===== src/rtl/image_stream_loader.sv =====
// Program-image loader: big-endian byte stream (init word, count N, N payload words) into word writes.
// Optional trailer checksum verification is enabled by defining IMAGE_LOADER_CHECKSUM_EN.
module image_stream_loader #(
  parameter int MAX_WORDS = 1024,
  parameter int ADDR_W    = 10
) (
  input  logic              clk_i,
  input  logic              rst_i,
  input  logic              start_i,
  input  logic              img_sel_i,
  input  logic [7:0]        byte_i,
  input  logic              byte_valid_i,
  output logic              byte_ready_o,
  output logic              wr_en_o,
  output logic              wr_sel_o,
  output logic [ADDR_W-1:0] wr_addr_o,
  output logic [31:0]       wr_data_o,
  output logic              init_we_o,
  output logic [31:0]       init_val_o,
  output logic              busy_o,
  output logic              done_o,
  output logic              err_o
);

  typedef enum logic [2:0] {
    S_IDLE,
    S_HDR_INIT,
    S_HDR_CNT,
    S_PAYLOAD,
`ifdef IMAGE_LOADER_CHECKSUM_EN
    S_CHK,
`endif
    S_DONE,
    S_ERR
  } state_t;

  state_t            r_state;
  logic [1:0]        r_bcnt;
  logic [23:0]       r_sh;
  logic [ADDR_W-1:0] r_idx;
  logic [ADDR_W-1:0] r_lastIdx;
  logic              w_accept;
  logic              w_wordDone;
  logic [31:0]       w_word;
`ifdef IMAGE_LOADER_CHECKSUM_EN
  logic [31:0]       r_sum;
  logic [31:0]       w_sumNext;
`endif

  always_comb begin
    case (r_state)
      S_HDR_INIT, S_HDR_CNT, S_PAYLOAD: byte_ready_o = 1'b1;
`ifdef IMAGE_LOADER_CHECKSUM_EN
      S_CHK:                            byte_ready_o = 1'b1;
`endif
      default:                          byte_ready_o = 1'b0;
    endcase
  end

  // Only the upper three bytes are kept; the fourth arrives with the completing handshake.
  assign w_accept   = byte_valid_i & byte_ready_o;
  assign w_wordDone = w_accept & (r_bcnt == 2'd3);
  assign w_word     = {r_sh, byte_i};
`ifdef IMAGE_LOADER_CHECKSUM_EN
  assign w_sumNext  = r_sum + w_word;
`endif

  always_ff @(posedge clk_i or posedge rst_i) begin
    if (rst_i) begin
      r_state    <= S_IDLE;
      r_bcnt     <= '0;
      r_sh       <= '0;
      r_idx      <= '0;
      r_lastIdx  <= '0;
      wr_en_o    <= 1'b0;
      wr_sel_o   <= 1'b0;
      wr_addr_o  <= '0;
      wr_data_o  <= '0;
      init_we_o  <= 1'b0;
      init_val_o <= '0;
      busy_o     <= 1'b0;
      done_o     <= 1'b0;
      err_o      <= 1'b0;
`ifdef IMAGE_LOADER_CHECKSUM_EN
      r_sum      <= '0;
`endif
    end else begin
      wr_en_o   <= 1'b0;
      init_we_o <= 1'b0;
      if (w_accept) begin
        r_sh   <= {r_sh[15:0], byte_i};
        r_bcnt <= r_bcnt + 2'd1;
      end
      case (r_state)
        S_IDLE, S_DONE, S_ERR: begin
          if (start_i) begin
            r_state  <= S_HDR_INIT;
            r_bcnt   <= '0;
            r_sh     <= '0;
            r_idx    <= '0;
            wr_sel_o <= img_sel_i;
            busy_o   <= 1'b1;
            done_o   <= 1'b0;
            err_o    <= 1'b0;
`ifdef IMAGE_LOADER_CHECKSUM_EN
            r_sum    <= '0;
`endif
          end
        end
        S_HDR_INIT: begin
          if (w_wordDone) begin
            init_val_o <= w_word;
            init_we_o  <= 1'b1;
            r_state    <= S_HDR_CNT;
`ifdef IMAGE_LOADER_CHECKSUM_EN
            r_sum      <= w_sumNext;
`endif
          end
        end
        S_HDR_CNT: begin
          if (w_wordDone) begin
`ifdef IMAGE_LOADER_CHECKSUM_EN
            r_sum <= w_sumNext;
`endif
            if (w_word > 32'(MAX_WORDS)) begin
              r_state <= S_ERR;
              err_o   <= 1'b1;
              busy_o  <= 1'b0;
            end else if (w_word == 32'd0) begin
`ifdef IMAGE_LOADER_CHECKSUM_EN
              r_state <= S_CHK;
`else
              r_state <= S_DONE;
              done_o  <= 1'b1;
              busy_o  <= 1'b0;
`endif
            end else begin
              r_lastIdx <= ADDR_W'(w_word - 32'd1);
              r_idx     <= '0;
              r_state   <= S_PAYLOAD;
            end
          end
        end
        S_PAYLOAD: begin
          if (w_wordDone) begin
            wr_en_o   <= 1'b1;
            wr_addr_o <= r_idx;
            wr_data_o <= w_word;
            r_idx     <= r_idx + 1'b1;
`ifdef IMAGE_LOADER_CHECKSUM_EN
            r_sum     <= w_sumNext;
            if (r_idx == r_lastIdx) r_state <= S_CHK;
`else
            if (r_idx == r_lastIdx) begin
              r_state <= S_DONE;
              done_o  <= 1'b1;
              busy_o  <= 1'b0;
            end
`endif
          end
        end
`ifdef IMAGE_LOADER_CHECKSUM_EN
        S_CHK: begin
          if (w_wordDone) begin
            busy_o <= 1'b0;
            if (w_word == r_sum) begin
              r_state <= S_DONE;
              done_o  <= 1'b1;
            end else begin
              r_state <= S_ERR;
              err_o   <= 1'b1;
            end
          end
        end
`endif
        default: r_state <= S_IDLE;
      endcase
    end
  end

endmodule


===== config.mk =====
export PLATFORM = sky130hd
export DESIGN_NAME = image_stream_loader
export DESIGN_NICKNAME = d
export VERILOG_FILES = /design/src/rtl/image_stream_loader.sv
export SDC_FILE = /design/constraint.sdc
export NUM_CORES = 1
export LEC_CHECK = 0
export CORE_MARGIN = 2
export CORE_UTILIZATION = 40
export DETAILED_ROUTE_END_ITERATION = 12
export HOLD_SLACK_MARGIN = 0.03
export PLACE_DENSITY = 0.6
export SLEW_MARGIN = 0
export SYNTH_ARGS = -nofsm -noshare
export SYNTH_HDL_FRONTEND = slang
export SYNTH_SLANG_ARGS = --single-unit

===== constraint.sdc =====
create_clock -name clk_i -period 6 [get_ports clk_i]
set_input_delay 1.2 -clock clk_i [delete_from_list [all_inputs] [get_ports clk_i]]
set_output_delay 1.2 -clock clk_i [all_outputs]
set_load 0.005 [all_outputs]

* Yosys cells after proc, flatten, opt, wreduce, memory -nomap -nowiden *
Index checks and enable logic that the tools add are counted.

word-level totals
  memories kept = 0
  RAM bits = 0
  register bits = 129
  logic and storage cells = 95
  output and inout port bits = 81
  input port bits = 13
  bits in latches = 0
  ROM bits = 0

cells by class
  eq/ne operators = 17
  mux-type cells = 41
  $lt $le $gt $ge = 1
  multipliers = 0
  reduce and logical (&&, ||, !) cells = 15
  divide/modulo/power cells = 0
  bitwise logic cells = 4
  shift-type cells = 0
  $add $sub $neg = 3

operators with widths
  cell                   count
  $mux 24                3
  $mux 10                5
  $gt 32x11->1 const B   1
  $logic_not 32->1       1
  $pmux 10 s3            1
  $mux 3                 7
  $mux 1                 18
  $ne 2x2->1 const B     9
  $pmux 3 s4             1
  $reduce_and 6->1       2
  $add 10x1->10 const B  1
  $eq 10x10->1           1
  $sub 10x1->10 const B  1
  $reduce_and 4->1       2
  $reduce_and 7->1       1
  $eq 3x2->1 const B     2
  $eq 3x3->1 const B     2
  $mux 2                 3
  $pmux 1 s3             2
  $reduce_and 2->1       3
  $reduce_or 3->1        2
  $reduce_and 5->1       1
  $eq 3x1->1 const B     1
  $logic_not 3->1        1
  8 further kinds        10

* Longest topological paths before layout *
Gate-level depths: netlist of run 1.

  word-level depth = 7
  depth in mapped cells = 8
  depth with buffers taken out = 7

* Worst setup path after synthesis of run 1 *
OpenSTA, ideal clock, no wires.

  path kind = input to register
  start point = input port byte_i[5]
  end point = register r_lastIdx[0]
  data required time = 5,875 ps
  path buffers = 1
  setup time = 125 ps
  setup slack = 3,340 ps
  cell stages on the path = 6
  arrival = 2,535 ps
  cell sequence = buf_6 nor4_4 a31o_4 nand4_4 nor2_4 mux2_2

on the way
  cells in the longest elaborated chain, start to end = 3

ends and longest elaborated chain
  element                                           RTL line  source
  start, declared                                   11        input logic [7:0] byte_i,
  $gt 32x11->1 or $logic_not 32->1 (tied branches)  125, 129
  $not 1->1 (no source line)                        n/a
  $reduce_and 4->1 (no source line) (*)             n/a
  end signal, assigned                              138       r_lastIdx <= ADDR_W'(w_word - 32'd1);
  end, declared                                     41        logic [ADDR_W-1:0] r_lastIdx;

Every way passes the cells marked *; elsewhere a longest branch is shown, timed or not.
A chain may end at the register's enable or synchronous reset.

* Worst setup path after layout of run 1 *
  start point = input port byte_valid_i
  end point = register r_idx[8]

on the way
  cells in the longest elaborated chain, start to end = 4

ends and longest elaborated chain
  element                                RTL line  source
  start, declared                        12        input logic byte_valid_i,
  $and 1x1->1 (*)                        61        assign w_accept = byte_valid_i & byte_ready_o;
  $and 1x1->1 (*)                        62        assign w_wordDone = w_accept & (r_bcnt == 2'd3);
  $ne 2x2->1 (no source line)            n/a
  $reduce_and 6->1 (no source line) (*)  n/a
  end signal, assigned                   149       r_idx <= r_idx + 1'b1;
  end, declared                          40        logic [ADDR_W-1:0] r_idx;

Marks and branches as above.

==> results of run 1 <==
cells in the final DEF (no fill, tap or decap), drive strengths merged, types with 7 or more instances in the layout:
master	n
dfrtp	129
clkdlybuf4s50	93
mux2	82
nand2	71
a21oi	26
clkbuf	23
nor2	14
xnor2	13
nand3	12
inv	7
a21o	7
sequential cells by signal, indices dropped and copies added (netlist names):
name	cells
wr_en_o	1
r_sh	24
r_idx	10
wr_data_o	32
done_o	1
err_o	1
r_state	3
r_bcnt	2
wr_sel_o	1
wr_addr_o	10
busy_o	1
init_val_o	32
r_lastIdx	10
init_we_o	1
layout make-up:
type	instances	area (µm²)	area share (%)
Inverter	7	28.8	0.393
Multi-Input combinational cell	300	2250	30.8
Sequential cell	129	3230	44.1
Tap cell	180	225	3.08
Timing Repair Buffer	97	961	13.1
Clock inverter	9	155	2.12
Clock buffer	23	468	6.39
worst reg2reg max path: stages (launching register included):
cell     delay (ns)
dfrtp_1        0.56
o21ba_2        0.24
and2_1         0.82
nand3_4        0.76
o41ai_1        0.60
a21o_2         0.14
worst max-delay path by stage:
stage / startpoint / endpoint / slack [ns] / depth (start not counted)
5_1_grt: byte_valid_i / r_idx[8] / 1.96 / 5
3_5_place_dp: byte_valid_i / r_idx[8] / 1.88 / 5
2_1_floorplan: rst_i / busy_o / 1.36 / 1
3_3_place_gp: byte_valid_i / r_idx[8] / 1.93 / 5
6_report: byte_valid_i / r_idx[8] / 2.32 / 5
4_1_cts: byte_valid_i / r_idx[8] / 2.30 / 5
through the flow:
step	util [%]	hold slack, ns	power [mW]	cells	cell area [µm²]
after detailed placement	48.4	0.494	2.82	713	6700
after floorplan	-	0.473	2.15	462	5650
after global placement	48.4	0.478	2.78	713	6700
final	52.9	0.497	3.87	745	7320
after global routing	52.9	0.515	4.14	745	7320
after CTS	52.9	0.507	3.92	745	7320
where the power goes:
| group | switching [mW] | internal [mW] | total, mW |
|---|---|---|---|
| Sequential | 0.308 | 1.21 | 1.52 |
| Combinational | 0.478 | 0.791 | 1.27 |
| Clock | 0.364 | 0.717 | 1.08 |
per-layer routing:
| layer | GRT usage [%] | vias up | share of wire [%] |
|---|---|---|---|
| li1 | - | 1807 | - |
| met1 | 25.1 | 1886 | 49 |
| met2 | 25.2 | 101 | 44 |
| met3 | 6.04 | 15 | 6.3 |
| met4 | 6.47 | 0 | 1.3 |
| met5 | 0 | - | 0 |
cell families after synthesis:
| family | share of synthesized area, % |
|---|---|
| simple gates | 12.1 |
| flops | 57.2 |
| mux | 16.7 |
| compound gates | 7.27 |
| buf+inv | 3.10 |
| xor+xnor | 2.79 |
| fa+ha+maj | 0.886 |
==> results.py, run 1 <==
metrics = {
    "layout": {
        "diodes": 0,
        "final_nets": 569,
        "final_layout_size_suffix_gt1_share_pct": 24.1,
        "areaGrowthSynthToFinish_pct": 29.6,
        "fillerInstances": 1207,
    },
    "worst_setup_path": {
        "start_kind": "primary input",
        "rr_startpoint": "r_state[0]",
        "r2r-end": "r_idx[8]",
        "reg2regPathDepth": 5,
        "path_delay_family": "simple AND/OR/NAND/NOR gates",
        "end_kind": "flip-flop",
        "rrSetupSlack_ns": 2.83,
        "cp_num_buf_inv": 1,
        "crit_type": "primary input to flip-flop",
        "critPathRequiredTime_ns": 6.35,
        "crit_slowest_cell": "and2_1",
        "path_cells": "clkdlybuf4s50_1 -> and2_1 -> nand3_4 -> o41ai_1 -> a21o_2",
        "arrival_ns": 4.03,
        "max_stage_delay_ns": 0.82,
        "cp_max_fo": 54,
    },
    "place": {
        "pre_cts_slack_ns": 1.88,
        "portBuffers": 93,
        "gp_congestion": 0.818,
        "place_hpwl_um": 8290,
    },
    "cts": {
        "cts_resized": 0,
        "clock-sinks": 129,
        "cts_setup_buffers": 0,
        "worstSkewPairLatency_ns": 0.41,
        "h-tree-depth": 4,
        "clockRootBuffer": "clkbuf_16",
        "cts_hold_buf": 0,
        "cts.clk_slew.worst_paths_ns": 0.05,
        "cts.path.max_buffers": 2,
        "cts_tree": "built",
        "cts_buffers": 17,
    },
    "timing": {
        "clock_skew_ns": 0.00943,
        "final_hold_viol_count": 0,
        "rsz0062_at_grt": "false",
        "post-route-period-util_pct": 61.4,
        "max_freq_ghz": 0.272,
        "finalCriticalPeriod_ns": 3.68,
        "setup_viol": 0,
        "setup_ws_ns": 2.32,
        "worstMarginPinSlew_ns": 1.08,
        "finalSetupTns_ns": 0,
        "drv_slew": 0,
        "slew_headroom_pct": 28.2,
    },
    "yosys": {
        "synthTopCellsByCount": "dfrtp_1 (129), mux2_2 (82), nand2_1 (71)",
        "synth_cells": 462,
        "synth.area.top_cells": "dfrtp_1 (57%), mux2_2 (16%), nand2_1 (4.7%)",
        "synthArstFlopShare_pct": 100,
        "synth_flop_cell": "dfrtp_1",
        "synth_edf_count": 0,
        "synthDistinctLibCells": 54,
        "synth_seq_cells": 129,
        "yosysWarningCount": 0,
        "synth_top_area_cell": "dfrtp_1",
        "avgSynthCellArea_um2": 12.2,
        "netlist_area_mm2": 0.00565,
        "seq_area_frac_synth_pct": 57.2,
        "synth.most_common_cell": "dfrtp_1",
        "synth_nets": 479,
        "synth_top_area_share_pct": 57.2,
    },
    "global_route": {
        "overflow": 0,
        "grt_pass1_vias": 3853,
        "grt_usage_pct": 17.8,
        "grt_max_degree": 88,
        "grt_antenna_before_repair": 0,
        "grt_pass1_wl_um": 20500,
    },
    "detailed_routing": {
        "initialDrtViolationCount": 153,
        "via_per_inst": 5.11,
        "drtPass1Iterations": 4,
        "wire_per_inst_um": 16.5,
        "drc": 0,
        "ant_nets": 0,
        "num_vias": 3809,
        "drt_wl_total_um": 12300,
    },
    "die": {
        "start_util_pct": 40.8,
        "die_w_um": 123,
        "die_h_um": 123,
        "core_mm2": 0.0138,
        "dieArea_mm2": 0.0151,
        "ios": 94,
        "num_rows": 43,
    },
    "min_path": {
        "min_path_cells": 2,
        "min_from": "wr_data_o[0]",
        "hp-class": "flip-flop to flip-flop",
        "hold_end": "wr_data_o[0]",
    },
    "pwr": {
        "vdd_drop_max_mv": 0.231,
        "p_leak_nw": 3.23,
        "power_density_mw_per_mm2": 529,
    },
    "job": {
        "max_cap_viol_count": 0,
    },
    "status": {
        "status": "completed",
    },
}
Power figures use the tool's default switching activity.
==> run 2, diff against run 1 <==
--- a/config.mk
+++ b/config.mk
@@ -9,7 +9,7 @@
 export CORE_UTILIZATION = 40
 export DETAILED_ROUTE_END_ITERATION = 12
 export HOLD_SLACK_MARGIN = 0.03
-export PLACE_DENSITY = 0.6
+export PLACE_DENSITY = 0.62
 export SLEW_MARGIN = 0
 export SYNTH_ARGS = -nofsm -noshare
 export SYNTH_HDL_FRONTEND = slang
==> constraint.sdc (replaced) <==
create_clock -name clk_i -period 3.32 [get_ports clk_i]
set_input_delay 0.664 -clock clk_i [delete_from_list [all_inputs] [get_ports clk_i]]
set_output_delay 0.664 -clock clk_i [all_outputs]
set_load 0.005 [all_outputs]
==> run 2 against run 1 <==
Clock skew down 0.0017 ns. Critical path depth up 3. Clock-buffer cell count is 1 lower. Sequential power is 82% higher.
==> results.py, run 2 (synthesis gave the netlist of run 1 again) <==
metrics = {
    "worst_setup_path": {
        "critPathLaunch": "byte_i[1]",
        "cp_max_fo": 10,
        "rrSetupSlack_ns": 0.99,
        "rr_startpoint": "r_state[1]",
        "r2r-end": "wr_data_o[6]",
        "start_kind": "primary input",
        "crit_type": "primary input to flip-flop",
        "reg2regPathDepth": 5,
        "end_kind": "flip-flop",
        "critPathRequiredTime_ns": 3.62,
        "arrival_ns": 2.70,
        "crit_end": "r_lastIdx[9]",
    },
    "job": {
        "max_cap_viol_count": 0,
    },
    "global_route": {
        "grt_max_degree": 55,
        "grt_pass1_vias": 3883,
        "overflow": 0,
        "grt_pass1_wl_um": 20500,
        "grt_usage_pct": 18.0,
        "grt_antenna_before_repair": 0,
    },
    "layout": {
        "design_area_mm2": 0.00733,
        "areaGrowthSynthToFinish_pct": 29.8,
        "fillerInstances": 1200,
        "final_layout_size_suffix_gt1_share_pct": 24.9,
        "final_nets": 575,
        "diodes": 0,
        "layout_commonest_cell": "dfrtp_1",
        "top_regs": "init_val_o: 32 flops, wr_data_o: 32 flops, r_sh: 24 flops",
        "layout_common_cells": "dfrtp_1 (129), clkdlybuf4s50_1 (93), mux2_2 (82), nand2_1 (71), a21oi_1 (26)",
    },
    "place": {
        "gp_congestion": 0.767,
        "portBuffers": 93,
        "place_hpwl_um": 8700,
        "placed_area_mm2": 0.00677,
    },
    "timing": {
        "finalCriticalPeriod_ns": 2.40,
        "final_hold_viol_count": 0,
        "rsz0062_at_grt": "false",
        "slew_headroom_pct": 42.7,
        "worstMarginPinSlew_ns": 0.857,
        "post-route-period-util_pct": 72.2,
        "max_freq_ghz": 0.417,
        "clock_skew_ns": 0.00770,
        "setup_viol": 0,
        "drv_slew": 0,
        "finalSetupTns_ns": 0,
    },
    "die": {
        "ios": 94,
        "die_h_um": 123,
        "start_util_pct": 40.8,
        "dieArea_mm2": 0.0151,
        "core_mm2": 0.0138,
        "num_rows": 43,
        "die_w_um": 123,
    },
    "cts": {
        "h-tree-depth": 4,
        "cts_hold_buf": 0,
        "clockRootBuffer": "clkbuf_16",
        "cts_tree": "built",
        "cts_setup_buffers": 0,
        "cts.path.max_buffers": 2,
        "cts.clk_slew.worst_paths_ns": 0.05,
        "cts_buffers": 17,
        "worstSkewPairLatency_ns": 0.42,
        "cts_resized": 0,
        "clock-sinks": 129,
    },
    "detailed_routing": {
        "drc": 0,
        "drt_wl_total_um": 12500,
        "drtPass1Iterations": 4,
        "via_per_inst": 5.10,
        "wire_per_inst_um": 16.7,
        "num_vias": 3831,
        "initialDrtViolationCount": 164,
        "ant_nets": 0,
    },
    "pwr": {
        "p_switching_mw": 2.10,
        "p_int_mw": 4.76,
        "swShare_pct": 30.6,
        "seq_power_share_pct": 40.2,
        "vdd_drop_max_mv": 0.381,
        "p_leak_nw": 3.23,
        "power_density_mw_per_mm2": 935,
        "share_comb_of_total_power_pct": 33.8,
        "clock_power_share_pct": 26.0,
    },
    "min_path": {
        "hp-class": "flip-flop to flip-flop",
    },
    "status": {
        "status": "completed",
    },
}
-- run 2: cell types whose count changed in the layout (fill, tap and decap cells not counted) --
cell	delta
buf_12	+2
inv_4	-1
buf_4	+4
clkinvlp_4	+3
clkinv_4	-1
clkbuf_8	-1
bufinv_16	-2
clkinv_2	+2
-- run 2: power groups by stage --
stage / Sequential [mW] / Clock [mW] / Combinational [mW]
after floorplan: 2.62 / 0 / 1.28
after global placement: 2.77 / 0 / 2.29
after detailed placement: 2.79 / 0 / 2.34
after CTS: 2.77 / 1.81 / 2.35
after global routing: 2.86 / 1.89 / 2.56
final: 2.76 / 1.78 / 2.31
-- run 2: through the flow --
stage	util [%]	power [mW]	hold WS (ns)	setup WS [ns]	instances
after floorplan	-	3.89	0.473	1.06	462
after global placement	48.9	5.05	0.469	0.546	719
after detailed placement	48.9	5.12	0.479	0.510	719
after CTS	53.0	6.93	0.496	0.921	751
after global routing	53.0	7.31	0.519	0.817	751
final	53.0	6.86	0.495	0.924	751
-- run 2: worst max-delay path, cell delays in order --
cell and delay, ns:
clkdlybuf4s50_1 0.55, inv_1 0.12, ha_1 0.19, and2b_2 0.20, nand4_1 0.15, nand4_4 0.14
nor2_4 0.30, mux2_2 0.38
-- run 2: layer usage --
metal  part of all wire (%)  global-route usage [%]  vias to the layer above
met4                    1.5                    7.26                        0
met2                     47                    26.8                       83
met3                    5.2                    5.25                       18
met1                     47                    24.6                     1918
met5                      0                       0                        -
li1                       -                       -                     1812
-- run 2: worst min-delay path by stage --
stage	cells after the start	slack, ns	endpoint	start
after floorplan	2	0.47	wr_data_o[0]	wr_data_o[0]
after global placement	2	0.47	wr_data_o[10]	wr_data_o[10]
after detailed placement	2	0.48	wr_data_o[1]	wr_data_o[1]
after CTS	2	0.50	wr_data_o[1]	wr_data_o[1]
after global routing	1	0.52	wr_addr_o[6]	wr_addr_o[6]
final	2	0.49	wr_data_o[1]	wr_data_o[1]
-- run 2: layout make-up --
cell class,count,area (µm²),area share (%)
timing repair buffer,103,1030,14.1
sequential,129,3230,44.0
inverter,7,30.0,0.409
clock inverter,10,111,1.52
tap,180,225,3.07
clock buffer,22,454,6.19
multi-input combinational,300,2250,30.7
